[config.mk]
export PLATFORM = sky130hd
export DESIGN_NAME = regfile_dump_reader
export DESIGN_NICKNAME = d
export VERILOG_FILES = /design/src/rtl/regfile_dump_reader.sv
export SDC_FILE = /design/constraint.sdc
export NUM_CORES = 1
export LEC_CHECK = 0
export CAP_MARGIN = 20
export CORE_MARGIN = 1.5
export CORE_UTILIZATION = 30
export DETAILED_ROUTE_END_ITERATION = 8
export GPL_TIMING_DRIVEN = 0
export PLACE_DENSITY = 0.62
export SLEW_MARGIN = 20
export SYNTH_ARGS = -nofsm -noshare
export SYNTH_HDL_FRONTEND = slang
export SYNTH_SLANG_ARGS = --single-unit
export TNS_END_PERCENT = 10
[constraint.sdc]
create_clock -name clk -period 2.45 [get_ports clk]
set_input_delay 0.49 -clock clk [delete_from_list [all_inputs] [get_ports clk]]
set_output_delay 0.49 -clock clk [all_outputs]
set_load 0.005 [all_outputs]
[src/rtl/regfile_dump_reader.sv]
// regfile_dump_reader
//   Walks an inclusive range of architectural registers through a spare,
//   combinational register-file read port and streams (index, value) beats
//   over valid/ready. Never writes the register file.
//
// Ports
//   clk        system clock, rising edge
//   reset      asynchronous active-low reset
//   start      one-cycle dump request, honoured only when idle
//   abort      synchronous cancel, wins over start
//   first_reg  first index to dump (captured with start)
//   last_reg   last index to dump, inclusive (captured with start)
//   rd_addr    register-file read address (the pointer flop)
//   rd_data    register-file read data for rd_addr, same cycle
//   out_valid  beat valid
//   out_ready  sink ready
//   out_index  register index of the current beat
//   out_data   register value of the current beat (x0 always reads 0)
//   busy       dump in progress
//   done       one-cycle pulse on normal completion (also for empty ranges)
module regfile_dump_reader #(
   parameter int NUM_REGS = 32,
   parameter int ADDR_W   = 5,
   parameter int DATA_W   = 32
) (
   input  logic              clk,
   input  logic              reset,
   input  logic              start,
   input  logic              abort,
   input  logic [ADDR_W-1:0] first_reg,
   input  logic [ADDR_W-1:0] last_reg,
   output logic [ADDR_W-1:0] rd_addr,
   input  logic [DATA_W-1:0] rd_data,
   output logic              out_valid,
   input  logic              out_ready,
   output logic [ADDR_W-1:0] out_index,
   output logic [DATA_W-1:0] out_data,
   output logic              busy,
   output logic              done
);

   if (ADDR_W != $clog2(NUM_REGS)) begin : g_bad_addr_w
      $error("regfile_dump_reader: ADDR_W must equal clog2(NUM_REGS)");
   end

   typedef enum logic [1:0] {IDLE, STREAM, DRAIN} state_t;

   state_t            state;
   logic [ADDR_W-1:0] ptr;
   logic [ADDR_W-1:0] last_q;
   logic              load;

   // The output register can take a new beat when it is empty or its
   // current beat is leaving this cycle.
   assign load    = !out_valid || out_ready;
   assign rd_addr = ptr;
   assign busy    = (state != IDLE);

   always_ff @(posedge clk or negedge reset) begin
      if (!reset) begin
         state     <= IDLE;
         ptr       <= '0;
         last_q    <= '0;
         out_valid <= 1'b0;
         out_index <= '0;
         out_data  <= '0;
         done      <= 1'b0;
      end else begin
         done <= 1'b0;
         if (abort) begin
            state     <= IDLE;
            out_valid <= 1'b0;
         end else begin
            case (state)
               IDLE: begin
                  if (start) begin
                     if (first_reg <= last_reg) begin
                        ptr    <= first_reg;
                        last_q <= last_reg;
                        state  <= STREAM;
                     end else begin
                        // Empty range: nothing to stream, just signal completion.
                        done <= 1'b1;
                     end
                  end
               end
               STREAM: begin
                  if (load) begin
                     // x0 is hardwired zero regardless of what the port returns.
                     out_data  <= (ptr == '0) ? '0 : rd_data;
                     out_index <= ptr;
                     out_valid <= 1'b1;
                     // Compare before increment so last_q = NUM_REGS-1 never wraps ptr.
                     if (ptr == last_q) state <= DRAIN;
                     else               ptr   <= ptr + 1'b1;
                  end
               end
               DRAIN: begin
                  if (out_ready) begin
                     out_valid <= 1'b0;
                     done      <= 1'b1;
                     state     <= IDLE;
                  end
               end
               default: state <= IDLE;
            endcase
         end
      end
   end

endmodule

# After elaboration in Yosys (flattened, before gate mapping)
# Cells that the tools add are included.
dict set report word_totals {
  register_bits 51
  latch_bits 0
  mem_bits_rw 0
  romBits 0
  in_bits 47
  out_inout_bits 45
  memories 0
}
dict set report op_classes {
  addsub 1
  multipliers 0
  div_mod_pow 0
  n_lt_le_gt_ge 1
  eq_ne 12
  n_shift 0
  muxes 22
  n_bitwise 1
  n_reduce_logical 12
}
# operator n
set op_table {}
lappend op_table {{$mux W32} 1}
lappend op_table {{$mux W5} 4}
lappend op_table {{$ne A3 B3 Y1 const B} 5}
lappend op_table {{$mux W2} 6}
lappend op_table {{$pmux W5 S2} 1}
lappend op_table {{$ne A2 B2 Y1 const B} 4}
lappend op_table {{$mux W1} 7}
lappend op_table {{$pmux W2 S3} 1}
lappend op_table {{$reduce_and A3 Y1} 2}
lappend op_table {{$reduce_and A6 Y1} 1}
lappend op_table {{$add A5 B1 Y5 const B} 1}
lappend op_table {{$eq A5 B5 Y1} 1}
lappend op_table {{$le A5 B5 Y1} 1}
lappend op_table {{$logic_not A5 Y1} 1}
lappend op_table {{$reduce_and A5 Y1} 1}
lappend op_table {{$pmux W1 S2} 2}
lappend op_table {{$reduce_and A4 Y1} 1}
lappend op_table {{$reduce_bool A2 Y1} 2}
lappend op_table {{$reduce_bool A3 Y1} 1}
lappend op_table {{$eq A2 B1 Y1 const B} 1}
lappend op_table {{$eq A2 B2 Y1 const B} 1}
lappend op_table {{$logic_not A2 Y1} 1}
lappend op_table {{$logic_not A1 Y1} 1}
lappend op_table {{$logic_or A1 B1 Y1} 1}
lappend op_table {{$not A1 Y1} 1}

# Depth between registers and ports, before layout
# Gate-level depths: netlist of run 1.
dict set report depth {
  depth_word 5
  depth_mapped 8
  depth_no_buf 7
}

# Least setup slack after synthesis of run 1
# No wires, ideal clock.
dict set report synth_path {
  kind {in2reg}
  startpoint {input last_reg[4]}
  endpoint {register last_q[0]}
  t_arrival_ps 1771
  t_required_ps 2325
  path_slack_ps 554
  stages 8
  n_path_buf 1
  path_cell_list {inv_1 -> ha_1 -> nand4_1 -> o221ai_2 -> nand2_1 -> and4b_1 -> buf_6 -> mux2_4}
}
dict set report synth_between {
  elab_chain_len 2
}
# item line_no
set synth_lines {}
lappend synth_lines {{start, declared} 31} ;# input logic [ADDR_W-1:0] last_reg,
lappend synth_lines {{$le A5 B5 Y1} 77} ;# if (first_reg <= last_reg) begin
lappend synth_lines {{$reduce_and A4 Y1 (no source line)} -}
lappend synth_lines {{end signal, assigned} 79} ;# last_q <= last_reg;
lappend synth_lines {{end, declared} 50} ;# logic [ADDR_W-1:0] last_q;
# No other way between the ends.
# A chain may end at the register's enable or synchronous reset.

# Final worst setup path of run 1
dict set report layout_path {
  startpoint {input last_reg[2]}
  endpoint {register ptr[3] (netlist: rd_addr[3])}
}
dict set report layout_between {
  elab_chain_len 3
}
# item line_no
set layout_lines {}
lappend layout_lines {{$le A5 B5 Y1} 77}
lappend layout_lines {{$ne A2 B2 Y1 (no source line)} -}
lappend layout_lines {{$reduce_and A6 Y1 (no source line)} -}
lappend layout_lines {{end signal, assigned} 78} ;# ptr <= first_reg;
lappend layout_lines {{end signal, assigned} 95} ;# else ptr <= ptr + 1'b1;
lappend layout_lines {{end, declared} 49} ;# logic [ADDR_W-1:0] ptr;
# No other way between the ends.

==> metrics.txt, run 1 <==
worst skew pair latency 0.30 ns; residual DRC count 0; DRT Wirelength 6070 microns; clk sinks 51; final setup margin 0.209 ns; CTS max path bufs 2; CTS Buf Count 5; critical path type primary input to flip-flop; crit-path max FO 7; final-report hold violation count 0; FP Rows 32; area of the multi-input gates 1030 sq um; final setup fails 0; Mapped Nets 305; Final HPWL DP ~4600 microns; PostCTS Resize Cnt 0; layout cell share with drive strength beyond 1 8.02%; leakage 0.00161 uW; #FFs+latches synth just over 50; Mapped Area between 2000 and 2500 sq um; diode count 0; Main synth FF type dfrtp_1; relative slew slack 56.5%; I/O pins 92; max-slew violation count 0; Worst-path clk slew 0.09 ns; Worst VDD drop between 0.3 and 0.4 mV; Worst Path Required 2.64 ns; chip height 92.8 microns; Worst-Margin Slew approximately 0.65 ns; max_cap viols 0; Die Width 92.8 microns; drt first pass iters 4; grt total ovfl 0; Worst Skew 0.00518 ns; Arr. time, crit path 2.43 ns; global placement routability congestion 0.812; Filler cells about 760; total core area 7770 sq um; worst reg2reg path depth 7; most common cell after layout, fill and taps aside clkdlybuf4s50_1; starting density of the core between 30% and 40%; Seq/Total Area, Yosys about 53%; Yosys Warn Count 0; I/O Buffers roughly 90; Yosys cell types 39; placed insts roughly 440; first-pass GRT wire length 9860 microns; RSZ-0062 raised after global routing no; ANT nets after route 0; Gate Count Post-Synth approximately 250; DR vias/cell between 4 and 5; Post-synth EDFFs 0; max frequency 446 MHz; run status completed; die area ~8600 sq um; Hold Buf Count CTS 0; area grow syn2layout 47.3%; CTS H-Tree Depth 2; Pwr Density slightly below 1000 nW/um^2; GRT Overall Usage about 14%; Nets 403; Non-Filler Instances 451; sequential cell area ~1300 sq um; most frequent cells in the layout 90 x clkdlybuf4s50_1, 76 x nand2_1, 51 x dfrtp_1; initial antenna violation count 0; final period utilization 91.5%; worst min path class primary input to async pin; Final min period 2.24 ns; critical path endpoint category flip-flop; crit start category primary input; Placement Cell Area 3450 sq um; Setup Buffers After CTS 0; Root Buffer Master clkbuf_8; Initial DRC Count 67; routed len/inst 13.5 microns; Final Util between 40% and 50%; Mapped Avg Cell Area approximately 9.6 sq um; TritonCTS clock tree built; Post-synth ARST share 100%; routed vias 2085; cell area after layout approximately 3600 sq um; vias in the first global route just over 2000; pre-CTS setup slack -0.0798 ns; largest net degree at the start of global routing 52
==> flip-flops by register name, indices dropped and copies added, names as in the netlist <==
register,flops
done,1
last_q,5
out_data,32
out_index,5
out_valid,1
rd_addr,5
state,2
==> final timing paths <==
| check | slack [ns] | startpoint | to |
|---|---|---|---|
| hold / removal | 0.22 | reset | out_data[0]$_DFFE_PN0P_ |
| setup / recovery | 0.21 | last_reg[2] | rd_addr[3]$_DFFE_PN0P_ |
| min in group clk | 0.49 | out_data[29]$_DFFE_PN0P_ | out_data[29]$_DFFE_PN0P_ |
| max in group asynchronous | 1.80 | reset | out_index[3]$_DFFE_PN0P_ |
| hold reg to reg | 0.49 | out_data[29]$_DFFE_PN0P_ | out_data[29]$_DFFE_PN0P_ |
| setup reg to reg | 0.62 | rd_addr[0]$_DFFE_PN0P_ | out_data[1]$_DFFE_PN0P_ |
==> through the flow <==
step,setup TNS [ns],power (uW),hold WS [ns]
detailed placement,-0.657,2910,0.471
CTS,0,3490,0.236
global placement,-35.47,2870,0.461
finish,0,3430,0.215
floorplan,0,1990,0.194
global route,0,3720,0.252
==> synthesized netlist by cell type, drive strengths merged (2+ instances only) <==
| cell type | number | area [sq um] |
|---|---|---|
| a21boi | 2 | 15.0 |
| a21oi | 11 | 66.3 |
| a31oi | 3 | 18.8 |
| and4 | 2 | 18.8 |
| buf | 7 | 60.1 |
| clkbuf | 7 | 26.3 |
| dfrtp | 51 | 1280 |
| ha | 7 | 87.6 |
| inv | 7 | 26.3 |
| mux2 | 8 | 109 |
| mux2i | 2 | 20.0 |
| nand2 | 76 | 285 |
| nand2b | 2 | 12.5 |
| nand3 | 4 | 20.0 |
| nor2 | 3 | 11.3 |
| nor2b | 2 | 12.5 |
| nor3 | 2 | 10.0 |
| o21ai | 36 | 180 |
| o22ai | 2 | 12.5 |
| xnor2 | 2 | 17.5 |
| xor2 | 3 | 26.3 |
==> cell type report <==
class | count | area share [%]
flip-flops and latches | 51 | 35.9
multi-input cells | 179 | 28.9
repair buffers | 91 | 25.5
well taps | 102 | 3.59
plain buffers | 14 | 2.43
clock buffers | 5 | 1.93
clock inverters | 2 | 1.05
inverters | 7 | 0.738
==> metal layers <==
layer / track usage (%) / share of wire (%)
met5: 0 / 0
met4: 3.66 / 0.35
met3: 3.37 / 6.0
met2: 23.6 / 47
met1: 19.1 / 47
==> power by group <==
group	switching, uW	total [uW]	internal (uW)	leakage [uW]
sequential	245	1440	1200	0.000627
clock	274	573	299	0.0000502
combinational	522	1420	897	0.000936
==> cells by family (layout without fill, tap and decap cells) <==
logic type | Yosys count | after routing | share of synthesized area (%)
AND/OR/NAND/NOR | 99 | 99 | 18.1
flip-flops | 51 | 51 | 52.8
AO/OA/AOI/OAI | 58 | 58 | 13.7
multiplexers | 10 | 10 | 5.33
buffers and inverters | 21 | 119 | 4.66
adder cells (fa/ha/maj) | 7 | 7 | 3.62
XOR/XNOR | 5 | 5 | 1.81
==> worst max-delay path, stage by stage <==
cell	delay, ns
clkdlybuf4s50_1	0.48
inv_1	0.04
ha_1	0.30
a21oi_1	0.20
o221ai_2	0.14
a21boi_1	0.41
and2_1	0.27
a21oi_1	0.08
Note: power is estimated with default switching activity, not from simulation.
==> run 2: changes to the inputs <==
--- a/config.mk
+++ b/config.mk
@@ -10,8 +10,7 @@
 export CORE_UTILIZATION = 30
 export DETAILED_ROUTE_END_ITERATION = 8
 export GPL_TIMING_DRIVEN = 0
-export PLACE_DENSITY = 0.62
-export SLEW_MARGIN = 20
+export SLEW_MARGIN = 40
 export SYNTH_ARGS = -nofsm -noshare
 export SYNTH_HDL_FRONTEND = slang
 export SYNTH_SLANG_ARGS = --single-unit
==> metrics.txt, run 2 (same netlist as run 1, synthesis figures left out) <==
run status completed; chip height 92.8 microns; worst min path class primary input to async pin; crit-path max FO 7; reg2reg start rd_addr[0]$_DFFE_PN0P_; Worst Path Required roughly 2.6 ns; CTS Buf Count 5; Worst-Margin Slew roughly 0.48 ns; diode count 0; area of the multi-input gates 1030 sq um; I/O Buffers 91; Hold Buf Count CTS 0; TritonCTS clock tree built; max-slew violation count 0; Logic pwr share 41.4%; first-pass GRT wire length between 9000 and 10000 microns; most common cell after layout, fill and taps aside clkdlybuf4s50_1; Nets 404; Top reg by flops out_data; ANT nets after route 0; relative slew slack between 60% and 70%; drt first pass iters 4; global placement routability congestion 0.840; RSZ-0062 raised after global routing no; final setup fails 0; worst reg2reg path depth 7; overall power 3470 uW; DR vias/cell 4.62; final-report hold violation count 0; GRT Overall Usage 14.4%; Final Util 46.3%; Initial DRC Count 49; I/O pins 92; routed len/inst approximately 14 microns; CTS max path bufs 2; routed vias approximately 2100; Arr. time, crit path approximately 2.4 ns; pre-CTS setup slack -0.110 ns; worst skew pair latency 0.30 ns; Die Width 92.8 microns; max_cap viols 0; critical path endpoint category flip-flop; vias in the first global route 1966; Final min period 2.23 ns; worst reg-to-reg setup slack 0.62 ns; clk sinks 51; crit path from last_reg[4]; DRT Wirelength 6160 microns; critical path type primary input to flip-flop; max reg flops 32; PostCTS Resize Cnt 0; grt total ovfl 0; final period utilization 91.2%; sequential share of power 41.6%; Pwr Density 965 nW/um^2; sw frac 30.7%; leakage 0.00163 uW; crit start category primary input; RR Endpoint out_data[8]$_DFFE_PN0P_; total core area 7770 sq um; crit path to rd_addr[3]$_DFFE_PN0P_; CTS H-Tree Depth 2; sequential cell area 1280 sq um; P_sw 1060 uW; FP Rows 32; Worst-path clk slew 0.10 ns; final setup margin 0.215 ns; residual DRC count 0; Worst VDD drop 0.358 mV; Worst Skew 0.00691 ns; Filler cells around 770; max frequency 447 MHz; die area 8610 sq um; layout cell share with drive strength beyond 1 8.55%; starting density of the core between 30% and 40%; Final HPWL DP approximately 4700 microns; most frequent cells in the layout 90 x clkdlybuf4s50_1, 76 x nand2_1, 51 x dfrtp_1; initial antenna violation count 0; Int Pwr 2400 uW; area grow syn2layout 48.7%; largest net degree at the start of global routing 31; Root Buffer Master clkbuf_8; Setup Buffers After CTS 0; Clock power frac approximately 17%
==> run 2: cell count changes in the layout (fill, tap and decap cells not counted) <==
cell	change
buf_16	+1
clkinv_2	+1
clkinv_4	+1
clkinvlp_4	-1
==> run 2: final cells by class <==
class / instances / area share [%]
buffer: 14 / 2.40
sequential: 51 / 35.5
inverter: 7 / 0.731
clock inverter: 3 / 1.22
tap: 102 / 3.55
timing repair buffer: 92 / 26.0
multi-input combinational: 179 / 28.6
clock buffer: 5 / 1.92
==> run 2: routing by layer <==
metal  track usage (%)  up-vias  part of all wire, %
met2              23.7       74                   45
met4              4.55        0                  1.3
met5                 0        -                    0
li1                  -     1039                    -
met1              18.7      974                   48
met3              2.96        7                  6.2
==> run 2: worst min path at each step <==
stage	startpoint	end	slack, ns
6_report	reset	out_data[1]$_DFFE_PN0P_	0.11
4_1_cts	reset	out_data[1]$_DFFE_PN0P_	0.13
3_3_place_gp	out_data[20]$_DFFE_PN0P_	out_data[20]$_DFFE_PN0P_	0.46
2_1_floorplan	reset	done$_DFF_PN0_	0.19
3_5_place_dp	reset	out_data[1]$_DFFE_PN0P_	0.46
5_1_grt	reset	out_data[1]$_DFFE_PN0P_	0.13
==> run 2: power groups by stage <==
| stage | Clock, uW | Sequential (uW) | Combinational (uW) |
|---|---|---|---|
| floorplan | 0 | 1460 | 524 |
| detailed placement | 0 | 1470 | 1450 |
| finish | 590 | 1440 | 1430 |
| global placement | 0 | 1460 | 1420 |
| global route | 645 | 1500 | 1580 |
| CTS | 608 | 1450 | 1450 |
==> run 2: worst max-delay path: stages <==
cell             delay [ns]
clkdlybuf4s50_1        0.49
inv_1                  0.05
ha_1                   0.32
and4_2                 0.24
a21oi_1                0.07
a21boi_1               0.42
and2_1                 0.26
a21oi_1                0.09
==> run 2: per-stage QoR <==
step                instance area (sq um)  hold slack (ns)  setup TNS [ns]  std cells
finish                               3590            0.113               0        453
global route                         3590            0.133               0        453
CTS                                  3590            0.125               0        453
detailed placement                   3480            0.460          -0.830        445
global placement                     3460            0.462          -38.62        444
floorplan                            2420            0.194               0        251
==> run 3: changes to the inputs <==
--- a/config.mk
+++ b/config.mk
@@ -10,7 +10,7 @@
 export CORE_UTILIZATION = 30
 export DETAILED_ROUTE_END_ITERATION = 8
 export GPL_TIMING_DRIVEN = 0
-export SLEW_MARGIN = 40
+export SLEW_MARGIN = 10
 export SYNTH_ARGS = -nofsm -noshare
 export SYNTH_HDL_FRONTEND = slang
 export SYNTH_SLANG_ARGS = --single-unit
==> metrics.txt, run 3 (same netlist as run 1, synthesis figures left out) <==
max frequency between 400 and 500 MHz; drt first pass iters 4; initial antenna violation count 0; leakage 0.00162 uW; I/O Buffers 91; Final min period 2.26 ns; chip height a little over 90 microns; I/O pins 92; crit start category primary input; layout cell share with drive strength beyond 1 between 8 and 9%; area grow syn2layout 47.4%; final-report hold violation count 0; DRT Wirelength 6240 microns; CTS max path bufs 2; total core area 7770 sq um; CTS H-Tree Depth 2; worst skew pair latency 0.31 ns; Worst VDD drop 0.259 mV; residual DRC count 0; slowest CP cell clkdlybuf4s50_1; delay-heaviest family, CP compound AO/OA/AOI/OAI gates; grt total ovfl 0; run status completed; max reg flops 32; final period utilization just over 90%; die area 8610 sq um; Worst Skew 0.00650 ns; largest net degree at the start of global routing 31; worst reg2reg path depth 7; starting density of the core 31.1%; GRT Overall Usage about 15%; global placement routability congestion about 0.84; diode count 0; max_cap viols 0; crit path cell chain clkdlybuf4s50_1 -> inv_1 -> ha_1 -> and4_2 -> a21oi_1 -> a21boi_1 -> and2_1 -> a21oi_1; Root Buffer Master clkbuf_8; vias in the first global route 2006; Buf+Inv Stages, Crit Path 2; Crit path largest cell delay 0.49 ns; Initial DRC Count 33; DR vias/cell 4.64; worst min path class primary input to async pin; routed len/inst between 10 and 15 microns; first-pass GRT wire length ~9800 microns; CTS Buf Count 5; relative slew slack just over 50%; clk sinks 51; Nets 404; critical path type primary input to flip-flop; most frequent cells in the layout 90 x clkdlybuf4s50_1, 76 x nand2_1, 51 x dfrtp_1; Worst-path clk slew 0.09 ns; Final Util 45.9%; TritonCTS clock tree built; RR Endpoint out_data[17]$_DFFE_PN0P_; final setup fails 0; max-slew violation count 0; crit path from last_reg[4]; routed vias 2100; PostCTS Resize Cnt 0; Filler cells approximately 760; Final HPWL DP roughly 4800 microns; Top reg by flops out_data; most common cell after layout, fill and taps aside clkdlybuf4s50_1; RSZ-0062 raised after global routing no; Min Hold Slack approximately 0.24 ns; Die Width approximately 93 microns; crit-path max FO 7; reg2reg start rd_addr[0]$_DFFE_PN0P_; ANT nets after route 0; Worst Path Required 2.64 ns; Pwr Density 942 nW/um^2; Setup Buffers After CTS 0; overall power 3360 uW; CP dominant cell by count a21oi_1; critical path endpoint category flip-flop; Worst-Margin Slew 0.735 ns; worst reg-to-reg setup slack 0.64 ns; Hold Buf Count CTS 0; FP Rows 32; Arr. time, crit path 2.45 ns
==> run 3: cell count changes in the layout (fill, tap and decap cells not counted) <==
cell / previous run / this run
buf_2: 3 / 4
buf_4: 1 / 0
bufinv_16: 1 / 0
clkbuf_1: 7 / 8
clkinv_4: 1 / 0
clkinvlp_4: 0 / 1
==> run 3: report_power, final <==
part           total, uW  switching (uW)  internal [uW]
sequential          1440             246           1200
clock                481             281            200
combinational       1430             531            902
total               3360            1060           2300
==> run 3: worst max-delay path by stage <==
stage / endpoint / slack [ns] / cells after the start
after detailed placement: rd_addr[3]$_DFFE_PN0P_ / -0.10 / 8
after CTS: rd_addr[3]$_DFFE_PN0P_ / 0.21 / 8
after global routing: rd_addr[3]$_DFFE_PN0P_ / 0.09 / 8
final: rd_addr[2]$_DFFE_PN0P_ / 0.19 / 8
after global placement: done$_DFF_PN0_ / -0.74 / 1
after floorplan: last_q[0]$_DFFE_PN0P_ / 0.55 / 8
==> run 3: area by class of cell <==
class                           count  area, sq um  area share (%)
Sequential cell                    51         1280            35.8
Inverter                            7         26.3           0.737
Clock buffer                        6         72.6            2.04
Buffer                             14         86.3            2.42
Timing Repair Buffer               92          933            26.2
Multi-Input combinational cell    179         1030            28.9
Tap cell                          102          128            3.58
Clock inverter                      2         12.5           0.351
==> run 3: metrics by stage <==
stage	instances	setup TNS, ns	setup slack [ns]	instance area (sq um)
6_report	453	0	0.190	3560
5_1_grt	453	0	0.0875	3560
4_1_cts	453	0	0.212	3560
3_5_place_dp	445	-0.837	-0.104	3480
3_3_place_gp	444	-38.62	-0.743	3460
2_1_floorplan	251	0	0.554	2420
==> run 3: metal layers <==
metal / vias up / wire length, microns / GRT usage (%) / part of all wire [%]
met3: 5 / 371 / 3.45 / 5.9
met2: 70 / 2810 / 23.8 / 45
met1: 986 / 3000 / 18.9 / 48
met5: - / 0 / 0 / 0
li1: 1039 / - / - / -
met4: 0 / 70 / 5.05 / 1.1
==> run 3: worst register-to-register path: stages, from the launching register on <==
cell and delay (ns):
dfrtp_1 0.46, inv_1 0.13, ha_1 0.15, or4b_1 0.42, clkbuf_1 0.20, buf_6 0.19
nand2_1 0.06, o21ai_0 0.07
